### src/rtl/morse_pkg.sv
// -----------------------------------------------------------------------------
// morse_pkg
// Shared types and constants for the Morse transmit scheduler and its
// character lookup table.
//   state_t      : scheduler FSM states
//   *_U          : element and gap durations, in dot units
//   lut_entry_t  : lookup result {valid, is_space, len, pat}. pat holds len
//                  elements right-aligned, first element in bit len-1,
//                  1 = dash.
// -----------------------------------------------------------------------------
package morse_pkg;

    typedef enum logic [2:0] {
        IDLE,
        FETCH,
        ELEM_ON,
        ELEM_GAP,
        CHAR_GAP,
        WORD_GAP,
        END
    } state_t;

    localparam int unsigned DOT_U        = 1;
    localparam int unsigned DASH_U       = 3;
    localparam int unsigned ELEM_GAP_U   = 1;
    localparam int unsigned CHAR_GAP_U   = 3;
    // Added on top of the character gap that already closed the previous
    // character, giving the 7-unit inter-word space.
    localparam int unsigned WORD_EXTRA_U = 4;

    typedef struct packed {
        logic       valid;
        logic       is_space;
        logic [2:0] len;
        logic [4:0] pat;
    } lut_entry_t;

    function automatic lut_entry_t sym(input logic [2:0] len, input logic [4:0] pat);
        lut_entry_t e;
        e.valid    = 1'b1;
        e.is_space = 1'b0;
        e.len      = len;
        e.pat      = pat;
        return e;
    endfunction

    function automatic logic [7:0] to_upper(input logic [7:0] c);
        return ((c >= 8'h61) && (c <= 8'h7A)) ? (c - 8'h20) : c;
    endfunction

endpackage

### src/rtl/morse_lut.sv
// -----------------------------------------------------------------------------
// morse_lut
// Combinational ASCII -> Morse pattern lookup. Covers A-Z, a-z (folded to
// upper case), 0-9 and space. Anything else returns valid=0.
//   i_char  : ASCII byte
//   o_entry : lut_entry_t result
// -----------------------------------------------------------------------------
module morse_lut
    import morse_pkg::*;
(
    input  logic [7:0]  i_char,
    output lut_entry_t  o_entry
);

    logic [7:0] up_char;

    always_comb begin
        up_char = to_upper(i_char);
        o_entry = '0;
        case (up_char)
            8'h20: begin
                o_entry.valid    = 1'b1;
                o_entry.is_space = 1'b1;
            end
            "A": o_entry = sym(3'd2, 5'b00001);
            "B": o_entry = sym(3'd4, 5'b01000);
            "C": o_entry = sym(3'd4, 5'b01010);
            "D": o_entry = sym(3'd3, 5'b00100);
            "E": o_entry = sym(3'd1, 5'b00000);
            "F": o_entry = sym(3'd4, 5'b00010);
            "G": o_entry = sym(3'd3, 5'b00110);
            "H": o_entry = sym(3'd4, 5'b00000);
            "I": o_entry = sym(3'd2, 5'b00000);
            "J": o_entry = sym(3'd4, 5'b00111);
            "K": o_entry = sym(3'd3, 5'b00101);
            "L": o_entry = sym(3'd4, 5'b00100);
            "M": o_entry = sym(3'd2, 5'b00011);
            "N": o_entry = sym(3'd2, 5'b00010);
            "O": o_entry = sym(3'd3, 5'b00111);
            "P": o_entry = sym(3'd4, 5'b00110);
            "Q": o_entry = sym(3'd4, 5'b01101);
            "R": o_entry = sym(3'd3, 5'b00010);
            "S": o_entry = sym(3'd3, 5'b00000);
            "T": o_entry = sym(3'd1, 5'b00001);
            "U": o_entry = sym(3'd3, 5'b00001);
            "V": o_entry = sym(3'd4, 5'b00001);
            "W": o_entry = sym(3'd3, 5'b00011);
            "X": o_entry = sym(3'd4, 5'b01001);
            "Y": o_entry = sym(3'd4, 5'b01011);
            "Z": o_entry = sym(3'd4, 5'b01100);
            "0": o_entry = sym(3'd5, 5'b11111);
            "1": o_entry = sym(3'd5, 5'b01111);
            "2": o_entry = sym(3'd5, 5'b00111);
            "3": o_entry = sym(3'd5, 5'b00011);
            "4": o_entry = sym(3'd5, 5'b00001);
            "5": o_entry = sym(3'd5, 5'b00000);
            "6": o_entry = sym(3'd5, 5'b10000);
            "7": o_entry = sym(3'd5, 5'b11000);
            "8": o_entry = sym(3'd5, 5'b11100);
            "9": o_entry = sym(3'd5, 5'b11110);
            default: o_entry = '0;
        endcase
    end

endmodule

### src/rtl/morse_tx_sched.sv
// -----------------------------------------------------------------------------
// morse_tx_sched
// Round-robin, message-atomic scheduler for a shared Morse keying line.
// The grant is held from the first byte until the END that follows the byte
// flagged last; each character is keyed in dot units of UNIT_DIV clocks.
//   i_clk, i_rst  : clock, synchronous active-high reset
//   i_req_valid   : per-requester byte valid
//   i_req_data    : per-requester ASCII byte, requester n on [8n+7:8n]
//   i_req_last    : byte is the final one of its message
//   o_req_ready   : one-hot, high for the owner while fetching a byte
//   o_grant       : one-hot current message owner, 0 when idle
//   o_morse       : keyed line, 1 = tone on
//   o_busy        : high whenever the scheduler is not idle
// -----------------------------------------------------------------------------
module morse_tx_sched
    import morse_pkg::*;
#(
    parameter int NREQ     = 2,
    parameter int UNIT_DIV = 1000
) (
    input  logic                i_clk,
    input  logic                i_rst,
    input  logic [NREQ-1:0]     i_req_valid,
    input  logic [8*NREQ-1:0]   i_req_data,
    input  logic [NREQ-1:0]     i_req_last,
    output logic [NREQ-1:0]     o_req_ready,
    output logic [NREQ-1:0]     o_grant,
    output logic                o_morse,
    output logic                o_busy
);

    localparam int PTR_W = (NREQ > 1) ? $clog2(NREQ) : 1;
    localparam int DIV_W = $clog2(UNIT_DIV);

    state_t             state_q, state_d;
    logic [PTR_W-1:0]   owner_q, owner_d;
    logic [PTR_W-1:0]   ptr_q, ptr_d;
    logic [NREQ-1:0]    grant_q, grant_d;
    logic               last_q, last_d;
    logic [4:0]         pat_q, pat_d;          // remaining elements, next one in bit 4
    logic [2:0]         elem_left_q, elem_left_d;
    logic [DIV_W-1:0]   div_q, div_d;          // clocks within the current unit
    logic [2:0]         unit_q, unit_d;        // whole units spent in the current state

    // ---------------------------------------------------------------- requesters
    logic [7:0]         req_byte [NREQ];
    logic [NREQ-1:0]    ptr_mask;              // requesters at index >= ptr

    for (genvar gi = 0; gi < NREQ; gi++) begin : g_req
        assign req_byte[gi] = i_req_data[8*gi +: 8];
        assign ptr_mask[gi] = (PTR_W'(gi) >= ptr_q);
    end

    logic [7:0]  cur_data;
    logic        cur_valid;
    logic        cur_last;
    lut_entry_t  lut_entry;

    assign cur_data  = req_byte[owner_q];
    assign cur_valid = i_req_valid[owner_q];
    assign cur_last  = i_req_last[owner_q];

    morse_lut u_lut (
        .i_char  (cur_data),
        .o_entry (lut_entry)
    );

    // ------------------------------------------------------------- arbitration
    // Requesters at or above ptr take precedence; if none are valid, wrap to
    // the lowest valid index overall.
    logic [NREQ-1:0]    masked_valid;
    logic [NREQ-1:0]    pick_vec;
    logic               win_found;
    logic [PTR_W-1:0]   win_idx;
    logic [NREQ-1:0]    win_onehot;

    assign masked_valid = i_req_valid & ptr_mask;
    assign pick_vec     = (|masked_valid) ? masked_valid : i_req_valid;
    assign win_found    = |i_req_valid;

    always_comb begin
        win_idx    = '0;
        win_onehot = '0;
        for (int n = NREQ - 1; n >= 0; n--) begin
            if (pick_vec[n]) begin
                win_idx       = PTR_W'(n);
                win_onehot    = '0;
                win_onehot[n] = 1'b1;
            end
        end
    end

    // ----------------------------------------------------------------- timing
    logic [2:0] dur_units;
    logic       unit_tick;
    logic       span_done;

    always_comb begin
        case (state_q)
            ELEM_ON:  dur_units = pat_q[4] ? 3'(DASH_U) : 3'(DOT_U);
            ELEM_GAP: dur_units = 3'(ELEM_GAP_U);
            CHAR_GAP: dur_units = 3'(CHAR_GAP_U);
            WORD_GAP: dur_units = 3'(WORD_EXTRA_U);
            default:  dur_units = 3'd1;
        endcase
    end

    assign unit_tick = (div_q == DIV_W'(UNIT_DIV - 1));
    assign span_done = unit_tick && (unit_q == (dur_units - 3'd1));

    // ------------------------------------------------------------- next state
    always_comb begin
        state_d     = state_q;
        owner_d     = owner_q;
        ptr_d       = ptr_q;
        grant_d     = grant_q;
        last_d      = last_q;
        pat_d       = pat_q;
        elem_left_d = elem_left_q;

        case (state_q)
            IDLE: begin
                if (win_found) begin
                    state_d = FETCH;
                    owner_d = win_idx;
                    grant_d = win_onehot;
                end
            end
            FETCH: begin
                if (cur_valid) begin
                    last_d = cur_last;
                    if (!lut_entry.valid) begin
                        state_d = END;
                    end else if (lut_entry.is_space) begin
                        state_d = WORD_GAP;
                    end else begin
                        state_d     = ELEM_ON;
                        // Left-align so the first element sits in bit 4.
                        pat_d       = lut_entry.pat << (3'd5 - lut_entry.len);
                        elem_left_d = lut_entry.len;
                    end
                end
            end
            ELEM_ON: begin
                if (span_done) begin
                    if (elem_left_q > 3'd1) begin
                        state_d     = ELEM_GAP;
                        elem_left_d = elem_left_q - 3'd1;
                        pat_d       = {pat_q[3:0], 1'b0};
                    end else begin
                        state_d = CHAR_GAP;
                    end
                end
            end
            ELEM_GAP: begin
                if (span_done) begin
                    state_d = ELEM_ON;
                end
            end
            CHAR_GAP, WORD_GAP: begin
                if (span_done) begin
                    state_d = END;
                end
            end
            END: begin
                if (last_q) begin
                    state_d = IDLE;
                    grant_d = '0;
                    ptr_d   = (owner_q == PTR_W'(NREQ - 1)) ? '0 : (owner_q + PTR_W'(1));
                end else begin
                    state_d = FETCH;
                end
            end
            default: state_d = IDLE;
        endcase
    end

    // Unit counters restart on every state change so each span is exact.
    always_comb begin
        if (state_d != state_q) begin
            div_d  = '0;
            unit_d = '0;
        end else if (unit_tick) begin
            div_d  = '0;
            unit_d = unit_q + 3'd1;
        end else begin
            div_d  = div_q + DIV_W'(1);
            unit_d = unit_q;
        end
    end

    always_ff @(posedge i_clk) begin
        if (i_rst) begin
            state_q     <= IDLE;
            owner_q     <= '0;
            ptr_q       <= '0;
            grant_q     <= '0;
            last_q      <= 1'b0;
            pat_q       <= '0;
            elem_left_q <= '0;
            div_q       <= '0;
            unit_q      <= '0;
        end else begin
            state_q     <= state_d;
            owner_q     <= owner_d;
            ptr_q       <= ptr_d;
            grant_q     <= grant_d;
            last_q      <= last_d;
            pat_q       <= pat_d;
            elem_left_q <= elem_left_d;
            div_q       <= div_d;
            unit_q      <= unit_d;
        end
    end

    // --------------------------------------------------------------- outputs
    assign o_morse     = (state_q == ELEM_ON);
    assign o_busy      = (state_q != IDLE);
    assign o_grant     = grant_q;
    assign o_req_ready = (state_q == FETCH) ? grant_q : '0;

endmodule

### config.mk
export PLATFORM = sky130hd
export DESIGN_NAME = morse_tx_sched
export DESIGN_NICKNAME = d
export VERILOG_FILES = /design/src/rtl/morse_pkg.sv /design/src/rtl/morse_lut.sv /design/src/rtl/morse_tx_sched.sv
export SDC_FILE = /design/constraint.sdc
export NUM_CORES = 1
export LEC_CHECK = 0
export CORE_MARGIN = 2
export CORE_UTILIZATION = 51
export CTS_CLUSTER_DIAMETER = 40
export DETAILED_ROUTE_END_ITERATION = 6
export PLACE_DENSITY = 0.73
export SLEW_MARGIN = 5
export SYNTH_ARGS = -nofsm -noshare
export SYNTH_HDL_FRONTEND = slang
export SYNTH_SLANG_ARGS = --single-unit
export TNS_END_PERCENT = 1
### constraint.sdc
create_clock -name i_clk -period 3.8 [get_ports i_clk]
set_input_delay 0.76 -clock i_clk [delete_from_list [all_inputs] [get_ports i_clk]]
set_output_delay 0.76 -clock i_clk [all_outputs]
set_load 0.01 [all_outputs]
==> impl_results.md, run 1 <==
- Iteration-0 DRC Markers: 200
- Clock latency at the later pin of the worst-skew pair: 0.28 ns
- Width of the die: 77.4 µm
- Num rows: 26
- Status: finished clean
- Post-layout util: 0.642
- Area Overhead vs Synth: 20.1%
- Ant. Diodes: 0
- Placed Area: 3220 µm²
- RSZ-0062 raised after global routing: no
- DR WL/cell: between 15 and 20 µm
- Final Skew: 0.00283 ns
- Number of max-cap violations: 0
- Tmin final: 3.52 ns
- Commonest non-fill, non-tap cell in the layout: nand2_1
- PostCTS Resize Cnt: 0
- Initial antenna violation count: 0
- Post-synthesis sequential area ratio: 0.211
- CP Capture Type: flip-flop
- Hold Path Cell Cnt: 2
- Post-synth EDFFs: 0
- Chip height: 77.4 µm
- Average size of a mapped cell: 7.64 µm²
- Yosys cell types: 75
- R2r worst-path depth: 12
- GP Congestion: 0.980
- Die Area: 6000 µm²
- DRT Pass-1 Iters: 5
- Clock sink count: 29
- #FFs+latches synth: 29
- Syn Inst Count: 360
- Core Box Area: 5140 µm²
- Worst VDD drop: 0.000268 V
- Worst Hold Class: flip-flop to flip-flop
- CTS buffer count: 5
- Clock-pin slew on the worst setup and hold paths: 0.07 ns
- Total track usage: 0.255
- Postcts setup bufs: 0
- Commonest non-fill, non-tap cells in the layout: nand2_1 (37), nor2_1 (29), dfxtp_1 (29), clkdlybuf4s50_1 (27), buf_4 (27)
- Yosys Warn Count: 0
- Worst path arrival time: 3.70 ns
- CTS tree: done
- First-pass GRT wire length: 12.6 mm
- Post-DP HPWL: 5.56 mm
- Hold_buf cts: 0
- Antenna Nets Post-Route: 0
- Setup TNS: 0 ns
- Crit Path Max Fanout: 3
- Slew @ Worst Pin: 0.578 ns
- Peak Freq: 0.284 GHz
- Pleak: 1.23 nW
- Placed insts: ~460
- Largest net degree at the start of global routing: 49
- Final Max Tran Viols: 0
- Syn_nets: 388
- DRC errors left: 0
- Starting Density: 0.535
- Deepest clock path buffer count: 2
- Layout cell share with drive strength beyond 1: 0.142
- PortBufs: 27
- Htree depth: 2
- Pwr Total: approximately 0.0010 W
- Finished Cell Area: around 3300 µm²
- Post-synth top flop: dfxtp_1
- Ports: 28
- Final setup vio count: 0
- Final Hold Fails: 0
- Reg2Reg Setup Slack: about 0.55 ns
- Clk root buf: clkbuf_8
- Vias in the first global route: 2724
- Pwr/cell area: 316 nW/µm²
- FFs w/ async S/R, synth: 0
- Critical setup path kind: input pin to flip-flop
- Drt total wl: 7.30 mm
- Final Non-Filler Cells: 472
- Post-route clock period utilization: 0.927
- WP data required: 3.98 ns
- Vias per cell: 6.18
- Crit path launch type: input pin
- Slew Limit Headroom: 0.614
- Vias: 2919
- Cell Area, Synth: 2750 µm²
- Grt total ovfl: 0
- Nets: between 400 and 500
cell families (layout without fill, tap and decap cells):
group	after synthesis	after routing	share of synthesized area
AO/OA/AOI/OAI	116	116	0.310
XOR/XNOR	13	13	0.0414
adder cells (fa/ha/maj)	6	6	0.0273
buffers and inverters	34	76	0.0596
flip-flops	29	29	0.211
multiplexers	14	14	0.0596
AND/OR/NAND/NOR	148	148	0.291
sequential cells by signal (all words and copies together), names as in the netlist:
register     cells
last_q           1
owner_q          1
elem_left_q      3
ptr_q            1
pat_q            5
state_q          3
unit_q           3
div_q           10
o_grant          2
synth_stat cells (4+ instances only):
cell type | number | area share
o211a_1 | 4 | 0.015
a21o_1 | 5 | 0.014
dfxtp_1 | 29 | 0.21
o21ai_0 | 17 | 0.031
o22ai_1 | 5 | 0.011
nor3_1 | 18 | 0.033
buf_2 | 5 | 0.0091
a211oi_1 | 8 | 0.022
nor2_1 | 29 | 0.040
nand3_1 | 11 | 0.020
buf_6 | 4 | 0.016
nand2_1 | 37 | 0.050
or2_2 | 4 | 0.0091
mux2i_1 | 7 | 0.025
nor2b_1 | 5 | 0.011
a21oi_1 | 21 | 0.038
inv_1 | 12 | 0.016
nand2b_1 | 6 | 0.014
and3_1 | 5 | 0.011
a311oi_1 | 6 | 0.019
o211ai_1 | 7 | 0.019
mux2_2 | 5 | 0.020
xnor2_1 | 7 | 0.022
o2111ai_1 | 4 | 0.013
xor2_1 | 6 | 0.019
ha_1 | 6 | 0.027
clkbuf_1 | 12 | 0.016
where the power goes:
group          total [W]  leakage [nW]  internal [W]  switching, W
combinational   0.000437         0.949      0.000197      0.000241
sequential      0.000355         0.235      0.000328     0.0000267
clock           0.000251        0.0439      0.000126      0.000125
total            0.00104          1.23      0.000651      0.000392
critical path, cell delays in order:
cell             delay [ns]
clkdlybuf4s50_1        0.47
or4_1                  0.55
a211oi_2               0.35
a311oi_1               0.10
o21bai_4               0.20
o32a_1                 0.35
mux2_2                 0.27
a2111o_1               0.38
a311oi_1               0.28
worst paths after layout:
kind                                      from        endpoint
worst min-delay path            elem_left_q[2]  elem_left_q[2]
worst max-delay path             i_req_data[2]        pat_q[2]
worst min register to register  elem_left_q[2]  elem_left_q[2]
worst max register to register      state_q[1]        div_q[3]
through the flow:
step / hold WS [ns] / setup slack [ns]
final: 0.482 / 0.277
after global routing: 0.510 / 0.198
after CTS: 0.487 / 0.304
after detailed placement: 0.478 / 0.0138
after global placement: 0.466 / 0.109
after floorplan: 0.445 / 0.492
layer usage:
metal,global-route usage,up-vias,share of wire
met5,0,-,0
met4,0.0786,0,0.012
met3,0.0547,9,0.072
met2,0.390,119,0.43
met1,0.359,1333,0.49
li1,-,1458,-
final cells by class:
class                      instances  area, µm²
inverter                          13       48.8
clock inverter                     3       17.5
multi-input combinational        297       2010
sequential                        29        581
clock buffer                       5       68.8
fill                             461       1840
tap                               70       87.6
timing repair buffer              55        493
No activity file was read; power rests on OpenSTA's default activity.
==> inputs of run 2 (changes only) <==
--- a/config.mk
+++ b/config.mk
@@ -6,10 +6,9 @@
 export NUM_CORES = 1
 export LEC_CHECK = 0
 export CORE_MARGIN = 2
-export CORE_UTILIZATION = 51
+export CORE_UTILIZATION = 30
 export CTS_CLUSTER_DIAMETER = 40
 export DETAILED_ROUTE_END_ITERATION = 6
-export PLACE_DENSITY = 0.73
 export SLEW_MARGIN = 5
 export SYNTH_ARGS = -nofsm -noshare
 export SYNTH_HDL_FRONTEND = slang
==> constraint.sdc (replaced) <==
create_clock -name i_clk -period 3.8 [get_ports i_clk]
set_input_delay 0.76 -clock i_clk [delete_from_list [all_inputs] [get_ports i_clk]]
set_output_delay 0.76 -clock i_clk [all_outputs]
set_load 0.005 [all_outputs]
==> impl_results.md, run 2 (synthesis results as in run 1) <==
- Top Registers: div_q (10), pat_q (5)
- GP Congestion: 0.890
- Vias: 2909
- Htree depth: 2
- Grt total ovfl: 0
- Number of max-cap violations: 0
- Crit Path Max Fanout: 4
- WP data required: 3.99 ns
- Pwr Total: 0.00104 W
- Clock latency at the later pin of the worst-skew pair: 0.29 ns
- Clock-pin slew on the worst setup and hold paths: 0.07 ns
- Worst Hold Class: flip-flop to flip-flop
- Post-route clock period utilization: 0.922
- Antenna Nets Post-Route: 0
- Status: finished clean
- Pleak: 1.24 nW
- Initial antenna violation count: 0
- CTS buffer count: 5
- Pwr/cell area: 310 nW/µm²
- Total track usage: 0.155
- Final Max Tran Viols: 0
- RSZ-0062 raised after global routing: no
- WHS Endpoint: div_q[0]
- WL met2: 3.54 mm
- Tmin final: about 3.5 ns
- Chip height: roughly 100 µm
- Post-layout util: 0.383
- DR WL/cell: 15.0 µm
- Hold_buf cts: 0
- Final Skew: 0.0126 ns
- Post-DP HPWL: 5.93 mm
- Ports: 28
- Nets: 431
- Deepest clock path buffer count: 2
- Largest net degree at the start of global routing: 24
- Slew Limit Headroom: 0.609
- Iteration-0 DRC Markers: ~350
- DRC errors left: 0
- Layout cell share with drive strength beyond 1: 0.149
- M1 wire length: 3.66 mm
- Vias per cell: 5.68
- Clock sink count: 29
- Reg-to-reg endpoint: pat_q[3]
- First-pass GRT wire length: 12.7 mm
- Reg2Reg Setup Slack: 0.45 ns
- Reg2reg start: state_q[1]
- Vias in the first global route: between 2000 and 3000
- R2r worst-path depth: 12
- Slew @ Worst Pin: 0.570 ns
- Hold_sp: div_q[0]
- Hold Path Cell Cnt: 1
- Commonest non-fill, non-tap cells in the layout: nand2_1 (37), nor2_1 (29), dfxtp_1 (29), buf_4 (29), clkdlybuf4s50_1 (27)
- Placed Area: 3280 µm²
- Ant. Diodes: 0
- Clk root buf: clkbuf_8
- Worst VDD drop: 0.000301 V
- Final setup vio count: 0
- Top routing layer used: met4
- Width of the die: between 90 and 100 µm
- PortBufs: 27
- CTS tree: done
- Finished Cell Area: 3370 µm²
- Max FFs per register: 10
- Peak Freq: 0.285 GHz
- Crit path launch type: input pin
- DRT Pass-1 Iters: 5
- Commonest non-fill, non-tap cell in the layout: nand2_1
- Metal3 WL: approximately 380 µm
- Largest Register: div_q
- Drt total wl: 7.67 mm
- Critical setup path kind: input pin to flip-flop
- Worst path arrival time: between 3 and 4 ns
- Core Box Area: 8810 µm²
- Area Overhead vs Synth: 22.6%
- CP Capture Type: flip-flop
- Num rows: 34
- Final Hold Fails: 0
- Starting Density: 0.312
- Die Area: 9950 µm²
==> run 2: how the worst max path moves through the flow <==
stage / cells after the start / startpoint / endpoint
2_1_floorplan: 9 / i_req_data[10] / pat_q[2]
3_3_place_gp: 9 / i_req_data[2] / pat_q[2]
3_5_place_dp: 9 / i_req_data[2] / pat_q[2]
4_1_cts: 9 / i_req_data[2] / pat_q[2]
5_1_grt: 11 / i_req_data[2] / div_q[6]
6_report: 9 / i_req_data[10] / pat_q[2]
==> run 2: cell type report <==
cell class	instances	area, µm²
sequential	29	581
timing repair buffer	57	508
fill	885	5440
multi-input combinational	297	2010
inverter	13	48.8
clock inverter	3	17.5
tap	108	135
clock buffer	5	68.8
==> run 2: worst max-delay path, cell delays in order <==
cell	delay, ns
clkdlybuf4s50_1	0.48
or4b_4	0.56
a211oi_2	0.29
a311oi_1	0.11
o21bai_4	0.20
o32a_1	0.35
mux2_2	0.27
a2111o_1	0.38
a311oi_1	0.29
==> run 2: power by group <==
| part | leakage [nW] | switching [W] | total [W] | internal (W) |
|---|---|---|---|---|
| Sequential | 0.235 | 0.0000306 | 0.000359 | 0.000328 |
| Clock | 0.0439 | 0.000124 | 0.000250 | 0.000126 |
| Combinational | 0.960 | 0.000236 | 0.000435 | 0.000199 |
==> run 2: what timing repair did <==
item,in CTS,in global routing
buffers inserted,0,0
resized for setup,0,1
hold endpoints to repair,0,0
setup endpoints to repair,0,1
==> run 2: routing by layer <==
metal | vias up | global-route usage
li1 | 1456 | -
met3 | 11 | 0.0176
met4 | 0 | 0.0453
met2 | 90 | 0.252
met1 | 1352 | 0.217
met5 | - | 0
==> run 2: per-stage QoR <==
stage	std cells	setup TNS (ns)	setup slack, ns	hold WS [ns]
floorplan	360	0	0.492	0.445
global placement	504	0	0.0937	0.466
detailed placement	504	-0.0177	-0.0177	0.471
CTS	512	0	0.285	0.481
global route	512	0	0.0385	0.499
finish	512	0	0.296	0.475
